File: config.mk
export PLATFORM = sky130hd
export DESIGN_NAME = uart_tx_fifo
export DESIGN_NICKNAME = d
export VERILOG_FILES = /design/src/rtl/uart_pkg.sv /design/src/rtl/uart_baud_gen.sv /design/src/rtl/uart_tx_fifo.sv
export SDC_FILE = /design/constraint.sdc
export NUM_CORES = 1
export LEC_CHECK = 0
export ABC_CLOCK_PERIOD_IN_PS = 3500
export CELL_PAD_IN_SITES_DETAIL_PLACEMENT = 1
export CELL_PAD_IN_SITES_GLOBAL_PLACEMENT = 1
export CORE_MARGIN = 10
export CORE_UTILIZATION = 46
export DETAILED_ROUTE_END_ITERATION = 8
export PLACE_DENSITY = 0.85
export SLEW_MARGIN = 20
export SYNTH_ARGS = -nofsm -noshare
export SYNTH_HDL_FRONTEND = slang
export SYNTH_SLANG_ARGS = --single-unit
export TNS_END_PERCENT = 1
File: constraint.sdc
create_clock -name clk -period 3.5 [get_ports clk]
set_input_delay 0.7 -clock clk [delete_from_list [all_inputs] [get_ports clk]]
set_output_delay 0.7 -clock clk [all_outputs]
set_load 0.005 [all_outputs]
File: src/rtl/uart_pkg.sv
// Shared definitions for the UART transmitter: FSM states and parity_mode encodings.
package uart_pkg;

  typedef enum logic [2:0] {
    StIdle,
    StStart,
    StData,
    StParity,
    StStop
  } uart_state_e;

  localparam logic [1:0] ParNone = 2'b00;
  localparam logic [1:0] ParEven = 2'b01;
  localparam logic [1:0] ParOdd  = 2'b10;

  // 2'b11 is treated like ParNone.
  function automatic logic parity_enabled(input logic [1:0] mode);
    return (mode == ParEven) || (mode == ParOdd);
  endfunction

endpackage

File: src/rtl/uart_baud_gen.sv
// Baud tick generator: one tick every divisor+1 clocks, restartable via clear.
module uart_baud_gen #(
  parameter int unsigned DIV_BITS = 11
) (
  input  logic                clk,
  input  logic                reset,
  input  logic                clear,
  input  logic [DIV_BITS-1:0] divisor,
  output logic                tick
);

  logic [DIV_BITS-1:0] cnt;

  assign tick = (cnt == divisor);

  always_ff @(posedge clk) begin
    if (reset || clear) begin
      cnt <= '0;
    end else if (tick) begin
      cnt <= '0;
    end else begin
      cnt <= cnt + DIV_BITS'(1);
    end
  end

endmodule

File: src/rtl/uart_tx_fifo.sv
// UART transmitter with an inline write FIFO; frame config is latched on each pop.
module uart_tx_fifo
  import uart_pkg::*;
#(
  parameter int unsigned DBIT     = 8,
  parameter int unsigned SB_TICK  = 16,
  parameter int unsigned DIV_BITS = 11,
  parameter int unsigned DEPTH    = 4
) (
  input  logic                     clk,
  input  logic                     reset,
  input  logic [DIV_BITS-1:0]      divisor,
  input  logic [1:0]               parity_mode,
  input  logic                     two_stop,
  input  logic                     din_valid,
  input  logic [DBIT-1:0]          din,
  output logic                     din_ready,
  output logic                     tx,
  output logic                     tx_busy,
  output logic                     tx_done_tick,
  output logic [$clog2(DEPTH):0]   fifo_count
);

  localparam int unsigned AW   = $clog2(DEPTH);
  localparam int unsigned CntW = AW + 1;
  localparam int unsigned TW   = $clog2(2 * SB_TICK);
  localparam int unsigned BW   = $clog2(DBIT);

  logic [DBIT-1:0] mem [DEPTH];
  logic [AW-1:0]   wr_ptr, rd_ptr;
  logic [CntW-1:0] count;
  logic            push, pop, tick, bit_last, stop_last;

  uart_state_e         state;
  logic [TW-1:0]       tick_cnt;
  logic [BW-1:0]       bit_idx;
  logic [DBIT-1:0]     shreg;
  logic [DIV_BITS-1:0] div_r;
  logic [1:0]          pmode_r;
  logic                two_stop_r;
  logic                par_r;

  assign din_ready  = (count < CntW'(DEPTH));
  assign fifo_count = count;

  assign bit_last  = tick && (tick_cnt == TW'(SB_TICK - 1));
  assign stop_last = tick && (tick_cnt == (two_stop_r ? TW'(2 * SB_TICK - 1) : TW'(SB_TICK - 1)));
  assign pop = (count != '0) && ((state == StIdle) || ((state == StStop) && stop_last));
  // A pop in the same clock frees a slot, so a write at full is still taken then.
  assign push = din_valid && (din_ready || pop);

  uart_baud_gen #(
    .DIV_BITS(DIV_BITS)
  ) u_baud_gen (
    .clk    (clk),
    .reset  (reset),
    .clear  (pop),
    .divisor(div_r),
    .tick   (tick)
  );

  always_ff @(posedge clk) begin
    if (push) begin
      mem[wr_ptr] <= din;
    end
  end

  always_ff @(posedge clk) begin
    if (reset) begin
      wr_ptr <= '0;
      rd_ptr <= '0;
      count  <= '0;
    end else begin
      if (push) wr_ptr <= wr_ptr + AW'(1);
      if (pop)  rd_ptr <= rd_ptr + AW'(1);
      unique case ({push, pop})
        2'b10:   count <= count + CntW'(1);
        2'b01:   count <= count - CntW'(1);
        default: count <= count;
      endcase
    end
  end

  always_ff @(posedge clk) begin
    if (reset) begin
      state        <= StIdle;
      tx           <= 1'b1;
      tx_busy      <= 1'b0;
      tx_done_tick <= 1'b0;
      tick_cnt     <= '0;
      bit_idx      <= '0;
      shreg        <= '0;
      div_r        <= '0;
      pmode_r      <= ParNone;
      two_stop_r   <= 1'b0;
      par_r        <= 1'b0;
    end else begin
      tx_done_tick <= 1'b0;
      if (pop) begin
        // A pop out of STOP also closes the previous frame.
        if (state == StStop) tx_done_tick <= 1'b1;
        state      <= StStart;
        tx         <= 1'b0;
        tx_busy    <= 1'b1;
        tick_cnt   <= '0;
        shreg      <= mem[rd_ptr];
        par_r      <= (^mem[rd_ptr]) ^ (parity_mode == ParOdd);
        div_r      <= divisor;
        pmode_r    <= parity_mode;
        two_stop_r <= two_stop;
      end else if (tick) begin
        unique case (state)
          StIdle: begin
            tick_cnt <= '0;
          end
          StStart: begin
            if (bit_last) begin
              state    <= StData;
              tx       <= shreg[0];
              tick_cnt <= '0;
              bit_idx  <= '0;
            end else begin
              tick_cnt <= tick_cnt + TW'(1);
            end
          end
          StData: begin
            if (bit_last) begin
              tick_cnt <= '0;
              if (bit_idx == BW'(DBIT - 1)) begin
                if (parity_enabled(pmode_r)) begin
                  state <= StParity;
                  tx    <= par_r;
                end else begin
                  state <= StStop;
                  tx    <= 1'b1;
                end
              end else begin
                shreg   <= shreg >> 1;
                tx      <= shreg[1];
                bit_idx <= bit_idx + BW'(1);
              end
            end else begin
              tick_cnt <= tick_cnt + TW'(1);
            end
          end
          StParity: begin
            if (bit_last) begin
              state    <= StStop;
              tx       <= 1'b1;
              tick_cnt <= '0;
            end else begin
              tick_cnt <= tick_cnt + TW'(1);
            end
          end
          StStop: begin
            if (stop_last) begin
              state        <= StIdle;
              tx_busy      <= 1'b0;
              tx_done_tick <= 1'b1;
              tick_cnt     <= '0;
            end else begin
              tick_cnt <= tick_cnt + TW'(1);
            end
          end
          default: begin
            state <= StIdle;
            tx    <= 1'b1;
          end
        endcase
      end
    end
  end

endmodule

After elaboration in Yosys (flattened, before gate mapping)
Memory sizes are Yosys's and may differ from the RTL's. A register that Yosys moved wholly into a read port is not among the register bits.
Cells that the tools add are included.
Operators by class
  reductions and logical operators: 31
  order comparisons: 1
  equality and inequality tests: 27
  add/subtract/negate cells: 7
  bitwise gates (word level): 3
  muxes and demuxes: 44
Operators with widths (number)
  two-way mux 8 bit: 5
  two-way mux 3 bit: 9
  two-way mux 1 bit: 20
  inequality test 2 bit, second input constant: 8
  two-way mux 5 bit: 3
  inequality test 3 bit, second input constant: 5
  case mux 3 bit (5 select lines): 1
  case mux 5 bit (3 select lines): 1
  AND reduction 7 bit: 2
  nonzero test 2 bit: 7
  case mux 3 bit (2 select lines): 2
  adder 11 x 1 -> 11 bit, second input constant: 1
  == test 11 bit: 1
  XOR reduction 8 bit: 1
  adder 3 x 1 -> 3 bit, second input constant: 2
  == test 2 bit, second input constant: 3
  == test 3 x 2 -> 1 bit, second input constant: 2
  == test 3 bit, second input constant: 2
  AND reduction 6 bit: 1
  nonzero test 3 bit: 2
  OR reduction 2 bit: 3
  adder 5 x 1 -> 5 bit, second input constant: 1
  == test 5 x 4 -> 1 bit, second input constant: 1
  == test 5 bit: 1
  18 further kinds: 29
Storage, ports and cells
  flip-flop bits (word level): 55
  output and inout port bits: 7
  logic and storage cells: 130
  memories: 1
  memory bits (writable): 32
  input bits: 25
Memory list
  mem: words 4, bits a word 8, read ports 1, clocked after Yosys merged registers in 1, write ports 1, line uart_tx_fifo.sv:29  | logic [DBIT-1:0] mem [DEPTH];

Longest topological paths before layout
Gate-level depths: netlist (run 1).
  word-level depth: 10
  depth in mapped cells: 13
  gate-level depth less buffers: 13

By module
From an unflattened synthesis (run 1), not the netlist that was laid out.
Second synthesis, totals
  cells, all modules: 365
  area, all modules: 3928.8 sq um
Modules (own cells, without submodules)
  uart_tx_fifo: times used 1, cells an instance 303, area an instance 3358.2 sq um
  uart_baud_gen: times used 1, cells an instance 62, area an instance 570.5 sq um

Worst setup path after synthesis (run 1)
Ideal clock, no wire load.
  path kind: reg2reg
  start: register u_baud_gen.cnt[2]
  end: register count[2] (netlist: fifo_count[2])
  library setup time: 70 ps
  clock period less this slack: 2790 ps
  arrival time: 2720 ps
  stages on the path, launching flop included: 13
  path slack: 710 ps
  data required time: 3430 ps
  cell sequence: dfxtp_1 > xnor2_1 > nand4_1 > o41ai_2 > nand2_1 > inv_1 > buf_2 > ha_1 > inv_1 > fa_1 > xor2_1 > or3_1 > a21oi_1
On the way
  cells in the longest elaborated chain, start to end: 9
RTL lines
  start: declaration: line uart_baud_gen.sv:12  | logic [DIV_BITS-1:0] cnt;
  start signal: assignment: line uart_baud_gen.sv:22  | cnt <= cnt + DIV_BITS'(1);
  == test 11 bit (*): line uart_baud_gen.sv:14  | assign tick = (cnt == divisor);
  logical AND 1 bit (*): line uart_tx_fifo.sv:47  | assign stop_last = tick && (tick_cnt == (two_stop_r ? TW'(2 * SB_TICK - 1) : TW'(SB_TICK - 1)));
  logical AND 1 bit (*): line uart_tx_fifo.sv:48  | assign pop = (count != '0) && ((state == StIdle) || ((state == StStop) && stop_last));
  logical OR 1 bit (*): line uart_tx_fifo.sv:48
  logical AND 1 bit (*): line uart_tx_fifo.sv:48
  named net pop: line uart_tx_fifo.sv:32  | logic push, pop, tick, bit_last, stop_last;
  logical OR 1 bit: line uart_tx_fifo.sv:50  | assign push = din_valid && (din_ready || pop);
  logical AND 1 bit: line uart_tx_fifo.sv:50
  == test 2 x 1 -> 1 bit or == test 2 bit (tied branches): line uart_tx_fifo.sv:76  | unique case ({push, pop})
  case mux 3 bit (2 select lines) or nonzero test 2 bit (tied branches)
  end signal: assignment: line uart_tx_fifo.sv:77  | 2'b10: count <= count + CntW'(1);
  end signal: assignment: line uart_tx_fifo.sv:78  | 2'b01: count <= count - CntW'(1);
  end signal: assignment: line uart_tx_fifo.sv:79  | default: count <= count;
  end: declaration: line uart_tx_fifo.sv:31  | logic [CntW-1:0] count;
Mark *: on every way through the listed nets, which the timed path passes. The rest lies on a longest branch.
A chain may end at the register's enable or synchronous reset.

Worst setup path in the final report (run 1)
  start: register u_baud_gen.cnt[7]
  end: register count[2] (netlist: fifo_count[2])
On the way
  cells in the longest elaborated chain, start to end: 9
RTL lines (line)
  == test 11 bit (*): uart_baud_gen.sv:14
  logical AND 1 bit (*): uart_tx_fifo.sv:47
  logical AND 1 bit (*): uart_tx_fifo.sv:48
  logical OR 1 bit (*): uart_tx_fifo.sv:48
  logical AND 1 bit (*): uart_tx_fifo.sv:48
  logical OR 1 bit: uart_tx_fifo.sv:50
  logical AND 1 bit: uart_tx_fifo.sv:50
  == test 2 x 1 -> 1 bit or == test 2 bit (tied branches): uart_tx_fifo.sv:76
  case mux 3 bit (2 select lines) or nonzero test 2 bit (tied branches)
Mark *: on every way between the ends. The rest lies on a longest branch, timed or not.

==> flow_summary.ini, run 1 <==
[synthesis]
synth_top_flop_cell = dfxtp_1
synth_top_area_cell = dfxtp_1
synth_cell_types = 49
synth_top_area_share_pct = 29.0
synth_cells = 363
synth_area_um2 = 3930
ys_top_cells_by_count = 57 x dfxtp_1, 42 x nand2_1, 38 x nor2_1
synth_area_leaders = dfxtp_1 29%, edfxtp_1 24%, xnor2_1 4.2%, nand2_1 4.0%, a21oi_1 3.8%
synth.yosys.seq_area_share_pct = 53.5
ys_ff_latch = 89
synth_edf_count = 32
synth-async-reset-ratio_pct = 0
yosysWarnings = 0
yosysMostFrequentCell = dfxtp_1
syn_nets = 399
postSynthAreaPerCell_um2 = 10.8

[power]
power_mw = 3.67
switching_share_pct = 35.2
power.internal_mw = 2.38
switchingPower_mw = 1.29
power_frac_clock_pct = 25.0
p_leak_nw = 1.68
p_per_area_nw_per_um2 = 798
ir_drop_mv = 0.360
p_seq_share_pct = 39.2
p_comb_share_pct = 35.8

[worst_hold_path]
hold_path_end = bit_idx[2]$_SDFFE_PP0P_
hold_path.class = flop to flop
hold_path_startpoint = bit_idx[2]$_SDFFE_PP0P_
min_path_cells = 2

[die]
ios = 32
core_area_um2 = 8260
design.die.area_um2 = 12600
die_width_um = 112
die_y_um = 112
std_cell_rows = 33
start_util_pct = 47.6

[setup_path]
worst_setup_path_start_kind = flop
r2r-start = u_baud_gen.cnt[7]$_SDFF_PP0_
r2r-end = fifo_count[2]$_SDFFE_PP0P_
worst_ep_arrival_time_ns = 3.36
critPathBufInv = 2
r2r_cells = 12
cp_max_fo = 7
path_cells = xnor2_1 > nand4_1 > o41ai_2 > a21oi_1 > and2b_1 > inv_1 > ha_1 > inv_1 > fa_1 > xor2_1 > or3_1 > a21oi_1
crit_path_max_incr_delay_ns = 0.61
required_ns = 3.78
cp_top_family = simple AND/OR/NAND/NOR gates
r2r_slack_ns = 0.42
slowest_stage = o41ai_2
worst-setup-path-type = flop to flop
end_kind = flop

[layout]
fillers = 890
stdcell_area_um2 = 4600
drive_above_1_share_pct = 7.77
stdcell_count = 504
fin_util_pct = 55.7
num_antenna_cells = 0
nets = 430
area_growth_pct = 17.0

[placement]
io_buffers = 31
dpl_worst_slack_ns = 0.519
dpl.cell_count = 488
post_dp_cell_area_um2 = 4330
routabilityCongestion = 0.809
dp_hpwl_um = 6150

[routing]
drt_first_pass_iters = 4
drc = 0
drt_wl_total_um = 8910
vias = 2720
antenna_left = 0
routedWlPerCell_um = 17.7
drt-initial-drc-count = 107
routed_via_density = 5.40

[timing]
max_slew.worst_pin.slew_ns = 0.834
setup_viol = 0
slew_headroom_pct = 44.2
fin_crit_ns = 3.08
grt_setup_unrepaired = false
finalHoldViolations = 0
setup_slack_ns = 0.421
slew_violations = 0
post-route-period-util_pct = 88.0
timing.hold.ws_ns = 0.468
timing.fmax_mhz = 325
timing.setup.tns_ns = 0
fin_skew_ns = 0.0122

[clock_tree]
cts_tree = built
cts_resized = 0
cts_setup_buffers = 0
tritoncts.num_buffers = 9
root_buffer = clkbuf_8
cts.sinks = 89
clkTransAtPathRegs_ns = 0.09
clockBufferDepth = 2
cts_hold_buf = 0
insertion_delay_ns = 0.36
htreeDepth = 3

[run_status]
status = finished clean

[global_routing]
grt_pass1_vias = 2973
track_usage_pct = 14.4
antenna_found_initial = 0
grt_max_degree = 33
grt_overflow = 0
grt_pass1_wl_um = 14900

[job]
cap_viol_max_count = 0
-- how the worst max path moves through the flow --
stage	startpoint	endpoint	cells past startpoint	slack, ns
6_report	u_baud_gen.cnt[7]$_SDFF_PP0_	fifo_count[2]$_SDFFE_PP0P_	12	0.42
5_1_grt	u_baud_gen.cnt[0]$_SDFF_PP0_	fifo_count[2]$_SDFFE_PP0P_	12	0.26
4_1_cts	u_baud_gen.cnt[7]$_SDFF_PP0_	fifo_count[2]$_SDFFE_PP0P_	12	0.44
3_5_place_dp	u_baud_gen.cnt[0]$_SDFF_PP0_	fifo_count[2]$_SDFFE_PP0P_	12	0.52
3_3_place_gp	u_baud_gen.cnt[0]$_SDFF_PP0_	fifo_count[2]$_SDFFE_PP0P_	12	0.67
2_1_floorplan	u_baud_gen.cnt[2]$_SDFF_PP0_	fifo_count[2]$_SDFFE_PP0P_	12	0.71
-- flip-flops by register name (all words and copies together), names as in the netlist, named ones only --
register and count:
div_r 11, mem 32, pmode_r 2, state 3, tx_done_tick 1, rd_ptr 2
tick_cnt 5, tx_busy 1, two_stop_r 1, par_r 1, tx 1, bit_idx 3
fifo_count 3, wr_ptr 2, u_baud_gen.cnt 11, shreg 8
-- final cells by class --
cell class / count / area (um2) / share of cell area, %
Sequential cell: 89 / 2100 / 45.7
Multi-Input combinational cell: 247 / 1720 / 37.3
Timing Repair Buffer: 35 / 340 / 7.40
Clock inverter: 7 / 141 / 3.07
Tap cell: 105 / 131 / 2.86
Clock buffer: 9 / 124 / 2.69
Inverter: 12 / 45.0 / 0.979
-- cell families after synthesis --
kind of cell               share of synthesized area [%]
adders and majority gates                           3.69
buffers and inverters                               2.93
AOI/OAI and AO/OA                                   9.10
DFF                                                 53.5
xor gates and xnor gates                            7.67
muxes                                               8.05
and+or+nand+nor                                     15.1
-- tightest hold or removal path, cell delays in order (launching register included) --
cell and delay [ns]:
dfxtp_1 0.33, nand2_1 0.05, a21oi_1 0.05
-- cell usage in the layout (no fill, tap or decap), types with 2 or more instances in the layout --
cell type         n
a211oi_1          7
a21oi_1          30
a22oi_1           2
a31oi_1           2
and2_1            5
and3_1            5
buf_4             4
bufinv_16         4
clkbuf_8          9
clkdlybuf4s50_1  31
dfxtp_1          57
edfxtp_1         32
ha_1             10
inv_1            12
mux2i_1          11
mux4_1            4
mux4_2            4
nand2_1          42
nand2b_1          5
nand3_1          11
nand4_1           3
nor2_1           38
nor2b_1           3
nor3b_1           2
o21ai_0           7
o221ai_1          2
or2_2             2
or3_1             4
xnor2_1          19
xor2_1           11
-- metal layers --
layer	share of wire [%]	up-vias	track usage, %	wire (um)
met5	0	-	0	0
li1	-	1332	-	-
met1	40	1347	15.0	3610
met4	1.2	0	3.81	104
met3	3.1	11	4.26	277
met2	55	30	27.4	4920
-- power by group through the flow --
stage	sequential (mW)	combinational (mW)	clock (mW)
after global routing	1.47	1.47	0.977
after detailed placement	1.46	1.31	0
after floorplan	1.39	1.00	0
after CTS	1.44	1.33	0.933
final	1.44	1.31	0.917
after global placement	1.45	1.25	0
No activity file was read; power rests on OpenSTA's default activity.
==> run 2, diff against run 1 <==
- SYNTH_HIERARCHICAL: not set -> 1
==> run 2 against run 1 <==
Compared with the run above:
- largest cell class unchanged
- synthesized cell count grew 0.55%
- hold slack better by 0.0027 ns
- area after synthesis about the same
- highest routed layer unchanged
- critical endpoint unchanged
- fmax down 4.1%
- clock power fell by 14%
- non-clock buffer count up 1
==> flow_summary.ini, run 2 <==
[run_status]
status = finished clean

[synthesis]
synth_cell_types = 46
synth_compound_area_share_pct = 11.6
synth_edf_count = 32
synth_area_leaders = dfxtp_1 29%, edfxtp_1 24%, a21oi_1 4.8%, mux4_1 4.0%, nand2_1 4.0%
yosysWarnings = 6
synth-async-reset-ratio_pct = 0
yosys.area_share.simple_pct = 14.4
postSynthAreaPerCell_um2 = 10.8
syn_nets = 401
synth_top_area_cell = dfxtp_1
synth_top_area_share_pct = 29.0
synth_area_um2 = 3930
yosysMostFrequentCell = dfxtp_1
synth.yosys.seq_area_share_pct = 53.5
ys_top_cells_by_count = 57 x dfxtp_1, 42 x nand2_1, 38 x a21oi_1
synthMuxAreaShare_pct = 6.18
synth_top_flop_cell = dfxtp_1
synth_top_family_by_area = simple AND/OR/NAND/NOR gates
synth_cells = 365
synthXorXnorAreaFrac_pct = 7.48
synthAdderAreaFrac_pct = 3.69
ys_ff_latch = 89

[timing]
setup_slack_ns = 0.288
fin_crit_ns = 3.21
max_slew.worst_pin.slew_ns = 0.847
slew_violations = 0
setup_viol = 0
timing.setup.tns_ns = 0
finalHoldViolations = 0
slew_headroom_pct = 43.4
grt_setup_unrepaired = false
timing.fmax_mhz = 311
fin_skew_ns = 0.0156
post-route-period-util_pct = 91.8

[routing]
routedWlPerCell_um = 17.6
drt-initial-drc-count = 88
drc = 0
drt_first_pass_iters = 4
vias = 2826
drt_wl_total_um = 8970
antenna_left = 0
routed_via_density = 5.55

[setup_path]
worst_setup_path_start_kind = flop
cp_max_fo = 6
worst_ep_arrival_time_ns = 3.51
end_kind = flop
worst-setup-path-type = flop to flop
required_ns = 3.80

[clock_tree]
cts_setup_buffers = 0
cts_tree = built
htreeDepth = 3
tritoncts.num_buffers = 9
clockBufferDepth = 2
cts.sinks = 89
cts_hold_buf = 0
insertion_delay_ns = 0.36
clkTransAtPathRegs_ns = 0.09
cts_resized = 0
root_buffer = clkbuf_8

[layout]
fillers = 914
area.sequential_um2 = 2100
top_regs = mem (32), div_r (11), u_baud_gen/cnt (11)
multi_input_area_um2 = 1710
largest_reg_flops = 32
num_antenna_cells = 0
layout_common_cells = 57 x dfxtp_1, 42 x nand2_1, 38 x a21oi_1
regMostFlops = mem
nets = 435
area_growth_pct = 16.2
mostFrequentLayoutCell = dfxtp_1
drive_above_1_share_pct = 7.43

[die]
core_area_um2 = 8260
std_cell_rows = 33
start_util_pct = 47.6
design.die.area_um2 = 12600
die_y_um = 112
ios = 32
die_width_um = 112

[power]
ir_drop_mv = 0.352
power_mw = 3.41
p_leak_nw = 1.60
p_per_area_nw_per_um2 = 748

[worst_hold_path]
hold_path.class = flop to flop

[global_routing]
grt_pass1_wl_um = 15100
grt_max_degree = 25
track_usage_pct = 14.4
antenna_found_initial = 0
grt_overflow = 0
grt_pass1_vias = 3074

[placement]
dp_hpwl_um = 6400
io_buffers = 31
routabilityCongestion = 0.798
dpl_worst_slack_ns = 0.344

[job]
cap_viol_max_count = 0
run 2: changes by cell type in the layout (fill, tap and decap cells not counted), moves of 3 or more:
cell,change
nand4_1,+4
o21ai_0,+5
mux2i_1,-7
a211oi_1,-3
a21oi_1,+8
inv_6,+3
xor2_1,+3
nor2_1,-7
a22oi_1,+5
and2_1,-4
inv_1,+3
run 2: area by class of cell:
cell class	instances	share of cell area, %
Clock buffer	9	2.71
Clock inverter	7	2.16
Inverter	15	1.23
Multi-Input combinational cell	248	37.4
Sequential cell	89	46.0
Tap cell	105	2.88
Timing Repair Buffer	36	7.62
run 2: logic make-up (layout without fill, tap and decap cells):
logic type                 after synthesis  in the layout
AOI/OAI and AO/OA                       74             74
xor gates and xnor gates                32             32
adders and majority gates               11             11
buffers and inverters                   28             67
DFF                                     89             89
muxes                                   12             12
and+or+nand+nor                        119            119
run 2: routing by layer:
layer	wire (um)	global-route usage [%]	up-vias
li1	-	-	1375
met1	3840	15.6	1385
met4	226	5.41	0
met3	275	3.89	22
met5	0	0	-
met2	4630	26.1	44
run 2: path summary, 6_finish.rpt:
kind	from	to	slack, ns	depth (start not counted)
setup / recovery	u_baud_gen/cnt[1]$_SDFF_PP0_	fifo_count[2]$_SDFFE_PP0P_	0.29	13
hold / removal	shreg[5]$_SDFFE_PP0P_	shreg[5]$_SDFFE_PP0P_	0.47	2
setup reg to reg	u_baud_gen/cnt[1]$_SDFF_PP0_	fifo_count[2]$_SDFFE_PP0P_	0.29	13
hold reg to reg	shreg[5]$_SDFFE_PP0P_	shreg[5]$_SDFFE_PP0P_	0.47	2
run 2: worst max-delay path: stages (launching register included):
cell,delay (ns)
dfxtp_1,0.46
xnor2_1,0.18
nand3_1,0.14
nor3_1,0.34
nand4_1,0.22
o21ai_1,0.42
nand2_1,0.12
inv_1,0.10
ha_1,0.18
inv_1,0.06
fa_1,0.37
xor2_1,0.16
or3_1,0.30
a21oi_1,0.13
run 2: report_power, final:
group	switching (mW)	total, mW	internal [mW]
sequential	0.163	1.43	1.26
combinational	0.685	1.20	0.510
clock	0.382	0.792	0.410
run 2: stage by stage:
step / hold WS (ns) / area, um2 / instances / utilization [%]
after CTS: 0.471 / 4570 / 509 / 55.3
after floorplan: 0.436 / 3930 / 365 / -
after global routing: 0.502 / 4570 / 509 / 55.3
after detailed placement: 0.451 / 4340 / 493 / 52.6
after global placement: 0.445 / 4340 / 493 / 52.6
final: 0.471 / 4570 / 509 / 55.3
